--- config.mk ---
export PLATFORM = sky130hd
export DESIGN_NAME = serial_subtractor
export DESIGN_NICKNAME = d
export VERILOG_FILES = /design/src/rtl/subtractor_pkg.sv /design/src/rtl/full_subtractor.sv /design/src/rtl/serial_subtractor.sv
export SDC_FILE = /design/constraint.sdc
export NUM_CORES = 1
export LEC_CHECK = 0
export ABC_AREA = 1
export BUFFER_PORTS_ARGS = -buffer_cell sky130_fd_sc_hd__buf_2
export CAP_MARGIN = 30
export CORE_MARGIN = 4
export CORE_UTILIZATION = 50
export DETAILED_ROUTE_END_ITERATION = 6
export GPL_TIMING_DRIVEN = 0
export PLACE_DENSITY_LB_ADDON = 0.3
export SLEW_MARGIN = 20
export SYNTH_ARGS = -nofsm -noshare
export SYNTH_HDL_FRONTEND = slang
export SYNTH_SLANG_ARGS = --single-unit
--- constraint.sdc ---
create_clock -name clk -period 1.6 [get_ports clk]
set_input_delay 0 -clock clk [delete_from_list [all_inputs] [get_ports clk]]
set_output_delay 0 -clock clk [all_outputs]
set_load 0.05 [all_outputs]
--- src/rtl/subtractor_pkg.sv ---
// Shared definitions for the bit-serial subtractor: FSM state type and
// counter sizing helper.
package subtractor_pkg;

    typedef enum logic [1:0] {
        IDLE = 2'd0,
        RUN  = 2'd1,
        DONE = 2'd2
    } state_t;

    // ceil(log2(n)), never less than 1, so a counter can hold 0..n-1
    function automatic int unsigned cnt_width(input int unsigned n);
        int unsigned w;
        w = 1;
        while ((32'd1 << w) < n) begin
            w = w + 1;
        end
        return w;
    endfunction

endpackage

--- src/rtl/full_subtractor.sv ---
// 1-bit full subtractor cell: diff = a - b - bin, bout = borrow out.
module full_subtractor (
    input  logic a,
    input  logic b,
    input  logic bin,
    output logic diff,
    output logic bout
);

    assign diff = a ^ b ^ bin;
    assign bout = (~a & b) | (~(a ^ b) & bin);

endmodule

--- src/rtl/serial_subtractor.sv ---
// Bit-serial subtractor: one bit per clock, LSB first, result published
// in full only when the last bit has been processed.
module serial_subtractor
    import subtractor_pkg::*;
#(
    parameter int WIDTH = 8
) (
    input  logic             clk,
    input  logic             rst,
    input  logic             start,
    input  logic [WIDTH-1:0] a,
    input  logic [WIDTH-1:0] b,
    input  logic             bin,
    output logic [WIDTH-1:0] diff,
    output logic             bout,
    output logic             ovf,
    output logic             busy,
    output logic             done
);

    localparam int unsigned     CW   = cnt_width(WIDTH);
    localparam logic [CW-1:0]   LAST = CW'(WIDTH - 1);

    state_t           state;
    state_t           state_next;
    logic             accept;
    logic             last_bit;
    logic [WIDTH-1:0] a_sh;
    logic [WIDTH-1:0] b_sh;
    logic [WIDTH-1:0] res_sh;
    logic [WIDTH-1:0] res_next;
    logic             borrow;
    logic [CW-1:0]    cnt;
    logic             cell_diff;
    logic             cell_bout;

    full_subtractor u_cell (
        .a    (a_sh[0]),
        .b    (b_sh[0]),
        .bin  (borrow),
        .diff (cell_diff),
        .bout (cell_bout)
    );

    assign res_next = {cell_diff, res_sh[WIDTH-1:1]};
    assign last_bit = (cnt == LAST);

    always_ff @(posedge clk or posedge rst) begin
        if (rst) begin
            state <= IDLE;
        end else begin
            state <= state_next;
        end
    end

    always_comb begin
        state_next = state;
        accept     = 1'b0;
        busy       = 1'b0;
        done       = 1'b0;
        case (state)
            IDLE: begin
                if (start) begin
                    accept     = 1'b1;
                    state_next = RUN;
                end
            end
            RUN: begin
                busy = 1'b1;
                if (last_bit) begin
                    state_next = DONE;
                end
            end
            DONE: begin
                done = 1'b1;
                if (start) begin
                    accept     = 1'b1;
                    state_next = RUN;
                end else begin
                    state_next = IDLE;
                end
            end
            default: state_next = IDLE;
        endcase
    end

    // At the last bit, borrow still holds the borrow into the MSB,
    // which together with the cell's borrow out gives the overflow flag.
    always_ff @(posedge clk or posedge rst) begin
        if (rst) begin
            a_sh   <= '0;
            b_sh   <= '0;
            res_sh <= '0;
            borrow <= 1'b0;
            cnt    <= '0;
            diff   <= '0;
            bout   <= 1'b0;
            ovf    <= 1'b0;
        end else if (accept) begin
            a_sh   <= a;
            b_sh   <= b;
            borrow <= bin;
            cnt    <= '0;
        end else if (state == RUN) begin
            a_sh   <= {1'b0, a_sh[WIDTH-1:1]};
            b_sh   <= {1'b0, b_sh[WIDTH-1:1]};
            res_sh <= res_next;
            borrow <= cell_bout;
            cnt    <= cnt + 1'b1;
            if (last_bit) begin
                diff <= res_next;
                bout <= cell_bout;
                ovf  <= borrow ^ cell_bout;
            end
        end
    end

endmodule

==> impl_metrics.yaml <==
placement:
  detailed_place.area_mm2: 0.00205
  finalWeightedCongestion: 0.767
  portBuffers: 30
  hpwl_mm: 2.46
  post-place-ws_ns: 0.201
  dp.cells: 296
worst_setup_path:
  crit_required_ns: 1.87
  path_max_fanout: 10
  worstSetupEndpointType: "flip-flop"
  r2r_setup_slack_ns: 0.17
  timing_worst_setup_path_type: "reg -> reg"
  crit_chain: "ha_1 > ha_1 > nand2_2 > buf_6 > nand2_1 > nand2_1"
  crit_slowest_cell: "dfrtp_1"
  arrival_ns: 1.70
  cp_slowest_stage_delay_ns: 0.43
  cp-start-kind: "flip-flop"
  timing.critical_path.buf_inv: 1
  crit_family: "flip-flops"
timing:
  fin_worst_skew_ns: 0.0102
  setup_viol: 0
  maxSlewHeadroom_pct: 72.8
  worst_slack_ns: 0.173
  maxSlewViolCount: 0
  timing.hold.ws_ns: 0.0121
  fmax_mhz: 701
  finalSetupTns_ns: 0
  period_minus_slack_ns: 1.43
  hold_violations: 0
  finalCritPeriodShare_pct: 89.2
  worst_pin_slew_ns: 0.408
  rsz0062_at_grt: "false"
clock_tree:
  post_cts_buffers: 0
  clk_path_buf_depth: 2
  clkLatencyLatePin_ns: 0.34
  cts_tree: "built"
  cts_num_sinks: 39
  root_buffer: "clkbuf_4"
  cts_buffers: 5
  htree_levels: 2
  cts_resized: 0
  path_clk_slew_ns: 0.11
logic_synthesis:
  syn_avg_cell_area_um2: 8.32
  synthMuxAreaShare_pct: 0
  synth-compound-area-share_pct: 6.59
  yosysSeqAreaShare_pct: 53.6
  yosysUniqueCellTypes: 20
  ys_warn_count: 0
  ys_ff_latch: 39
  synth-xor-area-share_pct: 0.481
  yosys.area_share.simple_pct: 26.7
  synthesis.nets: 242
  netlist_area_mm2: 0.00182
  syn_inst: 219
  synth_top_family_by_area: "simple AND/OR/NAND/NOR gates"
  synthAdderAreaFrac_pct: 2.47
layout:
  final_common_cell: "nand2_1"
  multi_input_area_um2: 661
  final_net_count: 297
  layout-drive-gt1-share_pct: 21.8
  final_util_pct: 66.4
  insertedDiodeCount: 0
  layout_common_cells: "nand2_1 (86), dfrtp_1 (39), buf_2 (33), inv_1 (33), nand3_1 (21)"
  seqCellArea_um2: 976
  final_cell_count_no_fill: 321
  area_growth_pct: 24.6
  fill_cells: 300
  design_area_mm2: 0.00227
pwr:
  power_mw: 4.38
  leakage_nw: 1.27
  powerDensity_mw_per_mm2: 1930
  peakVddDrop_mv: 1.01
routing:
  first_iter_violations: 75
  wirelength_mm: 3.63
  viasPerCell: 4.66
  drc: 0
  firstDrtPassIters: 4
  post_drt_wl_per_cell_um: 11.3
  final_antenna_net_count: 0
  vias: 1496
worst_hold_path:
  min_path_type: "in -> reg"
floorplan:
  dieArea_mm2: 0.00467
  initial_utilization_pct: 53.3
  fp.dieH_um: 68.4
  die_w_um: 68.4
  core_area_mm2: 0.00342
  rows: 21
  pin_count: 32
status:
  outcome: "finished, final reports clean"
global_routing:
  antenna_found_initial: 0
  grt_overflow: 0
  grt_pass1_wl_mm: 6.29
  track_usage_pct: 18.9
  grt_max_degree: 26
  grt_pass1_vias: 1389
job:
  maxCapViolCount: 0
## final cells by class
| type | instances | area share (%) |
|---|---|---|
| Buffer | 5 | 1.82 |
| Clock buffer | 7 | 1.98 |
| Clock inverter | 1 | 0.221 |
| Inverter | 37 | 6.34 |
| Multi-Input combinational cell | 138 | 29.1 |
| Sequential cell | 39 | 43.0 |
| Tap cell | 46 | 2.54 |
| Timing Repair Buffer | 48 | 15.0 |
## metal layers
layer	part of all wire (%)	global-route usage, %	vias to the layer above
li1	-	-	777
met1	44	24.4	688
met2	50	29.7	27
met3	4.3	5.91	4
met4	1.5	6.70	0
met5	0	0	-
## cell families (layout without fill, tap and decap cells)
kind of cell / after synthesis / in the layout
XOR/XNOR: 1 / 1
adder cells (fa/ha/maj): 3 / 3
AND/OR/NAND/NOR: 116 / 116
AO/OA/AOI/OAI: 18 / 18
flip-flops: 39 / 39
buffers and inverters: 42 / 98
## synthesized netlist by cell type
| master | number | area (um^2) |
|---|---|---|
| nand2_4 | 1 | 11.3 |
| inv_2 | 2 | 7.51 |
| fa_1 | 1 | 20.0 |
| nor2_4 | 1 | 11.3 |
| xnor2_1 | 1 | 8.76 |
| buf_2 | 3 | 15.0 |
| nor2_2 | 1 | 6.26 |
| nand2_1 | 86 | 323 |
| o21ai_0 | 9 | 45.0 |
| buf_6 | 1 | 11.3 |
| inv_1 | 34 | 128 |
| ha_1 | 2 | 25.0 |
| o21ai_2 | 8 | 70.1 |
| dfrtp_1 | 39 | 976 |
| inv_6 | 1 | 8.76 |
| buf_8 | 1 | 15.0 |
| a21oi_1 | 1 | 5.00 |
| nand2_2 | 3 | 18.8 |
| nor2_1 | 3 | 11.3 |
| nand3_1 | 21 | 105 |
## registers in the layout, summed over array words and instances, names as in the netlist
register  cells
borrow        1
b_sh          8
bout          1
cnt           3
diff          8
a_sh          8
state         2
ovf           1
res_sh        7
## path summary, 6_finish.rpt
| kind | cells after the start | end | from |
|---|---|---|---|
| setup reg to reg | 6 | ovf | cnt[0] |
| setup / recovery | 6 | ovf | cnt[0] |
| max in group asynchronous | 4 | borrow | rst |
| hold reg to reg | 2 | diff[0] | diff[0] |
| min in group asynchronous | 3 | diff[6] | rst |
| hold / removal | 5 | a_sh[5] | a[5] |
## what timing repair did
item,4_1_cts,5_1_grt
setup endpoints to repair,0,0
hold buffers,17,0
endpoints found under the hold margin,55,0
## power breakdown
group,leakage (nW),internal (mW),total [mW],switching [mW]
registers,0.491,1.44,1.68,0.244
clock network,0.0293,0.171,0.471,0.300
logic,0.750,0.710,2.23,1.52
## tightest hold or removal path, delay by kind of cell
| family | cells | cell delay (ns) |
|---|---|---|
| buf+inv | 2 | 0.10 |
| simple gates | 3 | 0.20 |
Power figures use the tool's default switching activity.
